--- config.mk ---
export PLATFORM = sky130hd
export DESIGN_NAME = cpu_sequencer
export DESIGN_NICKNAME = d
export VERILOG_FILES = /design/src/rtl/cpu_sequencer.sv
export SDC_FILE = /design/constraint.sdc
export NUM_CORES = 1
export LEC_CHECK = 0
export ABC_AREA = 1
export CORE_MARGIN = 1
export CORE_UTILIZATION = 26
export DETAILED_ROUTE_END_ITERATION = 16
export HOLD_SLACK_MARGIN = 0.05
export SLEW_MARGIN = 10
export SYNTH_ARGS = -nofsm -noshare
export SYNTH_HDL_FRONTEND = slang
export SYNTH_SLANG_ARGS = --single-unit
--- constraint.sdc ---
create_clock -name clk -period 2.85 [get_ports clk]
set_input_delay 0.285 -clock clk [delete_from_list [all_inputs] [get_ports clk]]
set_output_delay 0.285 -clock clk [all_outputs]
set_load 0.05 [all_outputs]
--- src/rtl/cpu_sequencer.sv ---
// Run-control sequencer: owns the micro-cycle counter, gates cpu_en, retires instructions.
// Optional breakpoint unit enabled by defining CPU_SEQUENCER_BREAKPOINT_EN.
module cpu_sequencer #(
  parameter logic [3:0]  CYCLE_MAX       = 4'd6,
  parameter logic [3:0]  STATE_NEXT_CODE = 4'd9,
  parameter logic [3:0]  STATE_HALT_CODE = 4'd11,
  parameter int unsigned CNT_W           = 16,
  parameter int unsigned ADDR_W          = 4
) (
  input  logic             clk,
  input  logic             reset_n,
  input  logic             run,
  input  logic             step_req,
  input  logic             restart,
  input  logic [3:0]       state,
`ifdef CPU_SEQUENCER_BREAKPOINT_EN
  input  logic             bp_valid,
  input  logic [ADDR_W-1:0] bp_addr,
  input  logic [ADDR_W-1:0] pc,
  output logic             bp_hit,
`endif
  output logic [3:0]       cycle,
  output logic             cpu_en,
  output logic             running,
  output logic             halted,
  output logic             step_done,
  output logic             fault,
  output logic [CNT_W-1:0] instr_count
);

  typedef enum logic [1:0] {
    S_IDLE,
    S_RUN,
    S_STEP,
    S_HALT
  } fsm_e;

  fsm_e             fsm_q, fsm_d;
  logic [3:0]       cyc_q, cyc_d;
  logic [CNT_W-1:0] cnt_q, cnt_d;
  logic             flt_q, flt_d;
  logic             sd_q, sd_d;
  logic             bp_stop;
  logic             start;

  assign start = (fsm_q == S_IDLE) && (run || step_req);

`ifdef CPU_SEQUENCER_BREAKPOINT_EN
  logic bp_hit_q, bp_hit_d;
  logic exempt_q, exempt_d;

  assign bp_stop = (fsm_q == S_RUN) && (cyc_q == 4'd0) && bp_valid
                   && (pc == bp_addr) && !exempt_q;

  // The first instruction after a start is exempt so resuming never re-hits.
  always_comb begin
    bp_hit_d = bp_hit_q;
    exempt_d = exempt_q;
    if (start) begin
      bp_hit_d = 1'b0;
      exempt_d = 1'b1;
    end else if (bp_stop) begin
      bp_hit_d = 1'b1;
    end else if ((fsm_q == S_RUN || fsm_q == S_STEP)
                 && (state != STATE_HALT_CODE)
                 && (state == STATE_NEXT_CODE || cyc_q == CYCLE_MAX)) begin
      exempt_d = 1'b0;
    end
  end

  always_ff @(posedge clk or negedge reset_n) begin
    if (!reset_n) begin
      bp_hit_q <= 1'b0;
      exempt_q <= 1'b0;
    end else begin
      bp_hit_q <= bp_hit_d;
      exempt_q <= exempt_d;
    end
  end

  assign bp_hit = bp_hit_q;
`else
  assign bp_stop = 1'b0;
`endif

  always_comb begin
    fsm_d = fsm_q;
    cyc_d = cyc_q;
    cnt_d = cnt_q;
    flt_d = flt_q;
    sd_d  = 1'b0;
    unique case (fsm_q)
      S_IDLE: begin
        if (restart) begin
          cyc_d = 4'd0;
          cnt_d = '0;
          flt_d = 1'b0;
        end
        if (run) begin
          fsm_d = S_RUN;
        end else if (step_req) begin
          fsm_d = S_STEP;
        end
      end
      S_RUN, S_STEP: begin
        if (bp_stop) begin
          fsm_d = S_IDLE;
        end else if (state == STATE_HALT_CODE) begin
          fsm_d = S_HALT;
          sd_d  = (fsm_q == S_STEP);
        end else if (state == STATE_NEXT_CODE) begin
          cyc_d = 4'd0;
          cnt_d = cnt_q + CNT_W'(1);
          if (fsm_q == S_STEP) begin
            fsm_d = S_IDLE;
            sd_d  = 1'b1;
          end else if (!run) begin
            fsm_d = S_IDLE;
          end
        end else if (cyc_q == CYCLE_MAX) begin
          cyc_d = 4'd0;
          flt_d = 1'b1;
        end else begin
          cyc_d = cyc_q + 4'd1;
        end
      end
      S_HALT: begin
        if (restart) begin
          fsm_d = S_IDLE;
          cyc_d = 4'd0;
          cnt_d = '0;
          flt_d = 1'b0;
        end
      end
      default: fsm_d = S_IDLE;
    endcase
  end

  always_ff @(posedge clk or negedge reset_n) begin
    if (!reset_n) begin
      fsm_q <= S_IDLE;
      cyc_q <= 4'd0;
      cnt_q <= '0;
      flt_q <= 1'b0;
      sd_q  <= 1'b0;
    end else begin
      fsm_q <= fsm_d;
      cyc_q <= cyc_d;
      cnt_q <= cnt_d;
      flt_q <= flt_d;
      sd_q  <= sd_d;
    end
  end

  assign cycle       = cyc_q;
  assign cpu_en      = (fsm_q == S_RUN) || (fsm_q == S_STEP);
  assign running     = (fsm_q == S_RUN);
  assign halted      = (fsm_q == S_HALT);
  assign step_done   = sd_q;
  assign fault       = flt_q;
  assign instr_count = cnt_q;

endmodule
==> results.md <==
- CTS H-tree depth: 1
- Mapped Cells: between 200 and 250
- GRT Total Usage: 0.127
- Distinct cells, synth: 24
- Cell accounting for the most synthesized area: dfrtp_1
- Yosys warnings: 0
- Total CTS buffers: 3
- Top cell type's share of synthesized area: 0.385
- # DRC: 0
- Total Wirelength: roughly 3600 um
- Std-Cell Rows: 27
- Max Buffers Root-to-Sink: 2
- FMAX: 0.460 GHz
- Worst hold path class: primary input to asynchronous set/reset pin
- Crit path capture type: output pin
- Synthesized cell area: around 0.0016 mm2
- # fillers: 594
- Peak supply drop: 0.491 mV
- Setup TNS Final: 0 ns
- Main flop type after synthesis: dfrtp_1
- Die W: ~79 um
- Data arrival, critical path: around 1.9 ns
- Post-synth net total: roughly 240
- Worst skew pair latency: around 0.27 ns
- Vias in the first global route: about 1,400
- Period utilization: 0.762
- Kind of critical path: flop to output pin
- Number of DRC markers in iteration 0: 46
- Initial antenna violation count: 0
- Final Instance Count excl. Fillers: between 300 and 400
- Period minus WS final: between 2 and 2.5 ns
- Area growth syn-to-layout: 27.8%
- Reg clk slew, reported paths: approximately 0.090 ns
- Main area contributors after synthesis: dfrtp_1 39%, nand2_1 16%, nor2_1 6.7%
- Reg2reg end: instr_count[10]
- Min setup slack post-route: roughly 0.68 ns
- Leak: a little over 0.9 nW
- Core ar.: around 0.0056 mm2
- Top-count cell post-synth: nand2_1
- Area of the multi-input gates: 813 um2
- Diode count: 0
- EDFF count, synth: 0
- WP data required: roughly 2.6 ns
- Top cells by count, synth: 66 x nand2_1, 28 x nor2_1, 26 x inv_1
- Largest net degree at the start of global routing: 25
- Worst reg2reg startpoint: fsm_q[0]
- MaxCap Viol Count: 0
- Hpwl dp: roughly 2700 um
- Unrepaired setup endpoints after global routing: false
- Clock Sinks: 24
- CP Capture Point: cpu_en
- CTS tree: yes
- GRT overflow: 0
- Die Y: a little under 80 um
- Worst clock skew: approximately 0.0028 ns
- Avg Inst Size Synth: between 7 and 8 um2
- Share of cells above drive strength 1: 0.0672
- Port bufs: 33
- Yosys reg bits: 24
- Vias: roughly 1,500
- Starting density of the core: 0.276
- Async set-reset flop share out of synthesis: 1.00
- Root buffer cell: clkbuf_8
- Sequential-to-total area share from yosys stat: 0.385
- Post-CTS Setup Bufs: 0
- Reg2Reg Setup Slack: ~0.76 ns
- FF-to-FF path depth: 10
- Post_cts resized: 0
- Via/cell ratio: about 4.6
- Outcome: finished, final reports clean
- Placed insts: between 300 and 400
- Cell Pwr Density: roughly 650 mW/mm2
- Hold slack final: 0.379 ns
- Rel. slew slack: 0.662
- Final ANT Viol Nets: 0
- Pre-CTS setup slack: approximately 0.8 ns
- Die Area: roughly 0.0063 mm2
- Worst-path maximum fanout: 4
- Routability cong.: between 0.8 and 0.9
- Reg area: around 600 um2
- DR pass1 iterations: 4
- CTS hold repair buffers: 0
- Critical Path Source: fsm_q[0]
- Final net count: ~270
- WL/cell: between 10 and 15 um
- Type of origin of the critical path: flop
- Slew @ Worst Pin: between 0.5 and 0.6 ns
- I/O pins: 34
- First-pass GRT wire length: between 6000 and 7000 um
- Final setup violation count: 0
- Fin. Hold Viols: 0
- Pins over their slew limit: 0
sequential cells by signal, summed over array words and instances (netlist names):
signal / count
cycle: 4
fault: 1
fsm_q: 2
instr_count: 16
step_done: 1
how the worst min path moves through the flow:
stage,start,end,depth (start not counted)
finish,reset_n,instr_count[13],2
CTS,reset_n,instr_count[5],2
floorplan,reset_n,cycle[0],0
global placement,fault,fault,2
global route,reset_n,instr_count[13],2
detailed placement,fault,fault,2
cells by family (layout without fill, tap and decap cells):
family | after synthesis | count (layout) | share of synthesized area
buffers and inverters | 31 | 65 | 0.0931
xor gates and xnor gates | 2 | 2 | 0.0112
DFF | 24 | 24 | 0.385
AOI/OAI and AO/OA | 19 | 19 | 0.0722
adders and majority gates | 8 | 8 | 0.0642
and+or+nand+nor | 135 | 135 | 0.374
worst max-delay path: stages (launching register included):
cell	delay (ns)
dfrtp_1	0.40
inv_1	0.09
ha_1	0.32
clkdlybuf4s50_1	0.82
final cells by class:
type	instances	share of cell area
Clock buffer	3	0.0207
Timing Repair Buffer	35	0.173
Inverter	27	0.0509
Tap cell	72	0.0452
Sequential cell	24	0.302
Multi-Input combinational cell	164	0.408
metal layers:
metal | GRT usage | up-vias | routed length [um]
met5 | 0 | - | 0
met2 | 0.226 | 40 | 1690
met3 | 0.0240 | 4 | 154
li1 | - | 768 | -
met4 | 0.0273 | 0 | 24
met1 | 0.157 | 683 | 1690
metrics by stage:
step           utilization  cell area [um2]  power [mW]
2_1_floorplan            -             1560       0.979
3_3_place_gp         0.346             1950        1.09
3_5_place_dp         0.346             1950        1.10
4_1_cts              0.353             1990        1.31
5_1_grt              0.353             1990        1.39
6_report             0.353             1990        1.30
where the power goes:
part	switching (mW)	internal [mW]	total [mW]
sequential	0.0275	0.372	0.399
clock	0.110	0.0947	0.204
combinational	0.499	0.196	0.694
layout by cell type, fill, tap and decap left out:
master / netlist / layout
o21ai_0: 9 / 9
a21oi_1: 5 / 5
inv_1: 26 / 26
nor2_1: 28 / 28
nand2_2: 2 / 2
inv_2: 1 / 1
dfrtp_1: 24 / 24
nor3_1: 1 / 1
nand2_1: 66 / 66
xor2_1: 1 / 1
o22ai_1: 1 / 1
or2_2: 2 / 2
ha_1: 8 / 8
nor2_2: 6 / 6
nand3_1: 20 / 20
nand4_1: 10 / 10
a22oi_1: 1 / 1
a21oi_4: 1 / 1
o21bai_1: 1 / 1
buf_4: 1 / 2
o21ai_1: 1 / 1
clkbuf_8: 1 / 3
xnor2_1: 1 / 1
clkdlybuf4s50_1: 0 / 33
(Power assumes the default switching activity.)
